<file path="config.mk">
export PLATFORM = sky130hd
export DESIGN_NAME = bp_resolve_queue
export DESIGN_NICKNAME = d
export VERILOG_FILES = /design/src/rtl/bp_resolve_queue.sv
export SDC_FILE = /design/constraint.sdc
export NUM_CORES = 1
export LEC_CHECK = 0
export BUFFER_PORTS_ARGS = -buffer_cell sky130_fd_sc_hd__buf_2
export CORE_MARGIN = 2
export CORE_UTILIZATION = 58
export CTS_BUF_LIST = sky130_fd_sc_hd__clkbuf_2
export CTS_CLUSTER_SIZE = 14
export DETAILED_ROUTE_END_ITERATION = 7
export PLACE_DENSITY = 0.92
export SYNTH_ARGS = -nofsm -noshare
export SYNTH_HDL_FRONTEND = slang
export SYNTH_SLANG_ARGS = --single-unit
</file>
<file path="constraint.sdc">
create_clock -name clk -period 2.3 [get_ports clk]
set_input_delay 0.23 -clock clk [delete_from_list [all_inputs] [get_ports clk]]
set_output_delay 0.23 -clock clk [all_outputs]
set_load 0.02 [all_outputs]
</file>
<file path="src/rtl/bp_resolve_queue.sv">
// In-order branch resolution queue feeding the 2-bit predictor table write port.
// Optional statistics counters are enabled with `define BPQ_STATS_EN.
module bp_resolve_queue #(
    parameter int IDX_W = 8,
    parameter int DEPTH = 4
) (
    input  logic                         clk,
    input  logic                         rst,
    input  logic                         push_valid,
    output logic                         push_ready,
    input  logic [IDX_W-1:0]             push_idx,
    input  logic                         push_pred,
    input  logic                         res_valid,
    input  logic                         res_taken,
    input  logic                         flush,
    output logic [IDX_W-1:0]             w_addr,
    output logic                         did_branch,
    output logic                         we,
    output logic                         mispredict,
    output logic                         res_err,
    output logic [$clog2(DEPTH):0]       count
`ifdef BPQ_STATS_EN
    ,
    output logic [15:0]                  stat_resolved,
    output logic [15:0]                  stat_mispred
`endif
);

    localparam int PW = $clog2(DEPTH);
    localparam int CW = PW + 1;

    logic [IDX_W-1:0] idx_mem_r [DEPTH];
    logic [DEPTH-1:0] pred_mem_r;
    logic [PW-1:0]    wr_ptr_r;
    logic [PW-1:0]    rd_ptr_r;
    logic [PW-1:0]    wr_ptr_s;
    logic [PW-1:0]    rd_ptr_s;
    logic [CW-1:0]    count_r;
    logic [CW-1:0]    count_s;
    logic             push_ready_s;
    logic             push_fire_s;
    logic             res_fire_s;
    logic             res_err_s;
    logic             mispredict_s;
    logic             rd_pred_s;
    logic [IDX_W-1:0] rd_idx_s;
    logic [IDX_W-1:0] w_addr_r;
    logic             did_branch_r;
    logic             we_r;
    logic             mispredict_r;
    logic             res_err_r;

    // Handshake qualification; push_ready depends on occupancy only, never on res_valid.
    always_comb begin
        push_ready_s = (count_r < CW'(DEPTH));
        push_fire_s  = push_valid && push_ready_s && !flush;
        res_fire_s   = res_valid && (count_r != {CW{1'b0}});
        res_err_s    = res_valid && (count_r == {CW{1'b0}});
        rd_idx_s     = idx_mem_r[rd_ptr_r];
        rd_pred_s    = pred_mem_r[rd_ptr_r];
        mispredict_s = res_fire_s && (rd_pred_s != res_taken);
    end

    // Next pointer and occupancy; flush wins over any same-cycle push.
    always_comb begin
        wr_ptr_s = wr_ptr_r;
        rd_ptr_s = rd_ptr_r;
        count_s  = count_r;
        if (flush) begin
            wr_ptr_s = {PW{1'b0}};
            rd_ptr_s = {PW{1'b0}};
            count_s  = {CW{1'b0}};
        end else begin
            if (push_fire_s) begin
                wr_ptr_s = wr_ptr_r + PW'(1'b1);
            end else begin
                wr_ptr_s = wr_ptr_r;
            end
            if (res_fire_s) begin
                rd_ptr_s = rd_ptr_r + PW'(1'b1);
            end else begin
                rd_ptr_s = rd_ptr_r;
            end
            case ({push_fire_s, res_fire_s})
                2'b10:   count_s = count_r + CW'(1'b1);
                2'b01:   count_s = count_r - CW'(1'b1);
                default: count_s = count_r;
            endcase
        end
    end

    // Entry storage; stale contents are harmless because pointers gate visibility.
    always_ff @(posedge clk) begin
        if (push_fire_s) begin
            idx_mem_r[wr_ptr_r]  <= push_idx;
            pred_mem_r[wr_ptr_r] <= push_pred;
        end
    end

    // Queue state and registered predictor-update outputs.
    always_ff @(posedge clk) begin
        if (rst) begin
            wr_ptr_r     <= {PW{1'b0}};
            rd_ptr_r     <= {PW{1'b0}};
            count_r      <= {CW{1'b0}};
            w_addr_r     <= {IDX_W{1'b0}};
            did_branch_r <= 1'b0;
            we_r         <= 1'b0;
            mispredict_r <= 1'b0;
            res_err_r    <= 1'b0;
        end else begin
            wr_ptr_r     <= wr_ptr_s;
            rd_ptr_r     <= rd_ptr_s;
            count_r      <= count_s;
            we_r         <= res_fire_s;
            mispredict_r <= mispredict_s;
            res_err_r    <= res_err_s;
            if (res_fire_s) begin
                w_addr_r     <= rd_idx_s;
                did_branch_r <= res_taken;
            end
        end
    end

    assign push_ready = push_ready_s;
    assign count      = count_r;
    assign w_addr     = w_addr_r;
    assign did_branch = did_branch_r;
    assign we         = we_r;
    assign mispredict = mispredict_r;
    assign res_err    = res_err_r;

`ifdef BPQ_STATS_EN
    logic [15:0] stat_resolved_r;
    logic [15:0] stat_mispred_r;

    // Saturating event counters; cleared only by reset, flush leaves them intact.
    always_ff @(posedge clk) begin
        if (rst) begin
            stat_resolved_r <= 16'h0000;
            stat_mispred_r  <= 16'h0000;
        end else begin
            if (res_fire_s && (stat_resolved_r != 16'hFFFF)) begin
                stat_resolved_r <= stat_resolved_r + 16'h0001;
            end
            if (mispredict_s && (stat_mispred_r != 16'hFFFF)) begin
                stat_mispred_r <= stat_mispred_r + 16'h0001;
            end
        end
    end

    assign stat_resolved = stat_resolved_r;
    assign stat_mispred  = stat_mispred_r;
`endif

endmodule

</file>
==> metrics.txt <==
# TYPE chip_impl_metric gauge
chip_impl_metric{name="report.power.total",unit="uW"} 1681
chip_impl_metric{name="clk-insertion-delay-late",unit="ns"} 0.44
chip_impl_metric{name="crit_path_max_incr_delay",unit="ns"} 0.52
chip_impl_metric{name="port_buffers",unit=""} 30
chip_impl_metric{name="num-nets-final",unit=""} 207
chip_impl_metric{name="route.antenna.remaining_nets",unit=""} 0
chip_impl_metric{name="count_of_cells_along_the_worst_register_to_register_path",unit=""} 8
chip_impl_metric{name="grt_pass1_wl",unit="mm"} 6.058
chip_impl_metric{name="post_drt_via_cell_ratio",unit=""} 5.370
chip_impl_metric{name="number_of_top_level_pins",unit=""} 31
chip_impl_metric{name="post_route_cell_area",unit="sq mm"} 0.002535
chip_impl_metric{name="period_share",unit="%"} 93.88
chip_impl_info{name="hold_end",value="w_addr[2]"} 1
chip_impl_info{name="worstSetupEndpointType",value="flip-flop"} 1
chip_impl_metric{name="skew",unit="ns"} 0.01226
chip_impl_metric{name="setup_viol",unit=""} 0
chip_impl_metric{name="synth_warnings",unit=""} 0
chip_impl_metric{name="die_height",unit="um"} 65.20
chip_impl_metric{name="initial_antenna_violation_count",unit=""} 0
chip_impl_metric{name="placement_rows",unit=""} 22
chip_impl_metric{name="placeableCoreArea",unit="sq mm"} 0.003633
chip_impl_metric{name="dieArea",unit="sq mm"} 0.004250
chip_impl_metric{name="worst-r2r-setup-slack",unit="ns"} 0.14
chip_impl_metric{name="critical_path_data_required_time",unit="ns"} 2.70
chip_impl_metric{name="fillerInstances",unit=""} 249
chip_impl_metric{name="yosys.area_share.xor_xnor",unit="%"} 2.016
chip_impl_metric{name="timing.critical_path.arrival",unit="ns"} 2.55
chip_impl_info{name="setup_repair_after_global_routing_missed_its_margin",value="false"} 1
chip_impl_metric{name="insertedDiodeCount",unit=""} 0
chip_impl_info{name="largest_family_of_logic_cells_by_synthesized_area",value="multiplexers"} 1
chip_impl_info{name="library_cell_used_as_clock_root_buffer",value="sky130_fd_sc_hd__clkbuf_2"} 1
chip_impl_info{name="worst_setup_path_start_kind",value="flip-flop"} 1
chip_impl_info{name="layout.cells.most_common_list",value="sky130_fd_sc_hd__edfxtp_1, sky130_fd_sc_hd__buf_2, sky130_fd_sc_hd__dfxtp_1, sky130_fd_sc_hd__nand2_1, sky130_fd_sc_hd__dlygate4sd3_1"} 1
chip_impl_metric{name="post_synth_inst_count",unit=""} 142
chip_impl_info{name="final_common_cell",value="sky130_fd_sc_hd__edfxtp_1"} 1
chip_impl_metric{name="cts-htree-levels",unit=""} 2
chip_impl_metric{name="area_growth_syn_to_layout",unit="%"} 16.71
chip_impl_metric{name="place_area",unit="sq mm"} 0.002351
chip_impl_metric{name="dp.final_hpwl",unit="mm"} 2.632
chip_impl_metric{name="synth_edf_count",unit=""} 36
chip_impl_metric{name="ctsLongestPathBuffers",unit=""} 2
chip_impl_metric{name="worstPathMaxFanout",unit=""} 11
chip_impl_metric{name="gr-usage-all-layers",unit="%"} 19.59
chip_impl_metric{name="drt_iter0_markers",unit=""} 113
chip_impl_metric{name="synth.avg_cell_area",unit="sq um"} 15.30
chip_impl_metric{name="synth-seq-cells",unit=""} 55
chip_impl_info{name="status",value="finished, final reports clean"} 1
chip_impl_info{name="holdCritPathClass",value="primary input to flip-flop"} 1
chip_impl_metric{name="gpl.final_weighted_congestion",unit=""} 0.8873
chip_impl_metric{name="grt_pass1_vias",unit=""} 1318
chip_impl_metric{name="drive_above_1_share",unit="%"} 34.22
chip_impl_metric{name="maxSlewViolCount",unit=""} 0
chip_impl_metric{name="netlist-cell-type-count",unit=""} 27
chip_impl_metric{name="cts_buffers",unit=""} 5
chip_impl_info{name="critical_path.slowest_cell",value="sky130_fd_sc_hd__dfxtp_1"} 1
chip_impl_metric{name="wire_per_inst",unit="um"} 15.56
chip_impl_info{name="dominantRegCellSynth",value="sky130_fd_sc_hd__edfxtp_1"} 1
chip_impl_metric{name="numClockSinks",unit=""} 55
chip_impl_metric{name="fmax",unit="MHz"} 463.1
chip_impl_metric{name="grt_start_max_net_pins",unit=""} 19
chip_impl_metric{name="power.density",unit="mW/mm^2"} 663.2
chip_impl_info{name="r2r-start",value="count[0]"} 1
chip_impl_metric{name="fraction_of_synthesized_area_in_multiplexers",unit="%"} 9.793
chip_impl_metric{name="drt_first_pass_iters",unit=""} 4
chip_impl_metric{name="ir_worst_vdd",unit="mV"} 0.6845
chip_impl_metric{name="finalCriticalPeriod",unit="ns"} 2.159
chip_impl_metric{name="via_count",unit=""} 1262
chip_impl_metric{name="starting_density_of_the_core",unit="%"} 59.78
chip_impl_metric{name="synth_nets",unit=""} 163
chip_impl_metric{name="relSlewSlack",unit="%"} 68.04
chip_impl_metric{name="synth_fa_ha_area_share",unit="%"} 3.802
chip_impl_metric{name="drt_drc_violations_left",unit=""} 0
chip_impl_metric{name="post_synth_and_or_nand_nor_area_fraction",unit="%"} 7.834
chip_impl_metric{name="final-seq-area",unit="sq mm"} 0.001463
chip_impl_metric{name="postRouteWirelength",unit="mm"} 3.657
chip_impl_metric{name="worstHoldPathCells",unit=""} 2
chip_impl_metric{name="setup-tns-final",unit="ns"} 0
chip_impl_metric{name="maxCapViolations",unit=""} 0
chip_impl_metric{name="power_leakage",unit="uW"} 0.0008953
chip_impl_metric{name="synth_seq_area_share",unit="%"} 67.28
chip_impl_info{name="timing.hold.worst.start",value="rst"} 1
chip_impl_metric{name="clkSlewWorstSetupHoldPaths",unit="ns"} 0.27
chip_impl_info{name="crit_chain",value="o31ai_4 -> inv_2 -> ha_1 -> inv_1 -> fa_1 -> xor2_1 -> or3_1 -> a21oi_1"} 1
chip_impl_info{name="critical_path_class",value="flip-flop to flip-flop"} 1
chip_impl_metric{name="compound_cell_area_share_of_the_yosys_netlist",unit="%"} 5.588
chip_impl_info{name="clock_tree_from_tritoncts",value="done"} 1
chip_impl_metric{name="hold_violations",unit=""} 0
chip_impl_metric{name="dieWidth",unit="um"} 65.20
chip_impl_metric{name="tightest_slew",unit="ns"} 0.4787
chip_impl_metric{name="ys_async_sr_fraction",unit="%"} 0
chip_impl_info{name="regToRegEndpoint",value="count[2]"} 1
chip_impl_metric{name="area_of_the_multi_input_gates",unit="sq um"} 630.6
chip_impl_metric{name="netlist_area_before_placement",unit="sq mm"} 0.002172
chip_impl_metric{name="globalRouteOverflowTotal",unit=""} 0
layer usage:
layer / wire length (um) / up-vias / share of wire [%] / global-route usage, %
li1: - / 596 / - / -
met1: 1426 / 616 / 39 / 22.74
met2: 1953 / 41 / 53 / 34.06
met3: 191 / 9 / 5.2 / 5.308
met4: 85 / 0 / 2.3 / 8.594
met5: 0 / - / 0 / 0
cells by family (layout without fill, tap and decap cells):
family          after synthesis  after routing
compound gates               15             15
xor+xnor                      5              5
fa+ha+maj                     6              6
buf+inv                      15             60
flops                        55             55
mux                          10             10
simple gates                 36             36
worst max-delay path by stage:
stage                  start       end  cells after the start
floorplan           count[2]  count[2]                      9
global placement    count[2]  count[2]                      8
detailed placement  count[2]  count[2]                      8
CTS                 count[2]  count[2]                      8
global route        count[0]  count[2]                      8
finish              count[0]  count[2]                      8
sequential cells by signal, summed over array words and instances, names as in the netlist:
name,cells
count,3
did_branch,1
idx_mem_r,32
mispredict,1
pred_mem_r,4
rd_ptr_r,2
res_err,1
w_addr,8
we,1
wr_ptr_r,2
worst max-delay path: cells and delay by family, from the launching register on:
| kind | cells | cell delay, ns |
|---|---|---|
| buf+inv | 2 | 0.23 |
| flops | 1 | 0.52 |
| fa+ha+maj | 2 | 0.60 |
| simple gates | 1 | 0.33 |
| compound gates | 2 | 0.27 |
| xor+xnor | 1 | 0.17 |
power by group:
part / leakage (uW) / internal (uW) / switching (uW)
clock: 0.0000436 / 190 / 300
combinational: 0.000370 / 51.8 / 61.0
sequential: 0.000481 / 1070 / 8.00
repair_timing:
action	CTS	global route
buffers inserted	0	0
resized for setup	0	1
hold buffers	11	0
setup endpoints to repair	0	1
endpoints found under the hold margin	38	0
synth_stat cells, types with 2 or more instances:
master	n	area share, %
sky130_fd_sc_hd__dfxtp_1	19	18
sky130_fd_sc_hd__a21oi_2	8	3.2
sky130_fd_sc_hd__mux4_2	9	9.3
sky130_fd_sc_hd__clkbuf_1	2	0.35
sky130_fd_sc_hd__or3_1	2	0.58
sky130_fd_sc_hd__and2_1	4	1.2
sky130_fd_sc_hd__nand2_1	17	2.9
sky130_fd_sc_hd__a21oi_1	4	0.92
sky130_fd_sc_hd__o21ai_0	2	0.46
sky130_fd_sc_hd__xnor2_1	3	1.2
sky130_fd_sc_hd__ha_1	5	2.9
sky130_fd_sc_hd__edfxtp_1	36	50
sky130_fd_sc_hd__xor2_1	2	0.81
sky130_fd_sc_hd__inv_2	2	0.35
sky130_fd_sc_hd__buf_6	3	1.6
sky130_fd_sc_hd__inv_1	7	1.2
sky130_fd_sc_hd__nor2_1	7	1.2
cell type report:
class / instances / share of cell area, %
clock inverter: 3 / 1.876
multi-input combinational: 72 / 24.88
timing repair buffer: 43 / 10.86
clock buffer: 5 / 0.9872
tap: 48 / 2.369
sequential: 55 / 57.70
inverter: 9 / 1.333
metrics by stage:
stage | util, % | setup WS [ns] | hold slack (ns) | cells
detailed placement | 64.70 | 0.1442 | 0.4492 | 216
floorplan | - | 0.1973 | 0.3073 | 142
CTS | 69.73 | 0.09875 | 0.07736 | 235
global route | 69.77 | 0.001799 | 0.05981 | 235
global placement | 64.70 | 0.3316 | 0.4406 | 216
finish | 69.77 | 0.1408 | 0.1019 | 235
Note: power is estimated with default switching activity, not from simulation.
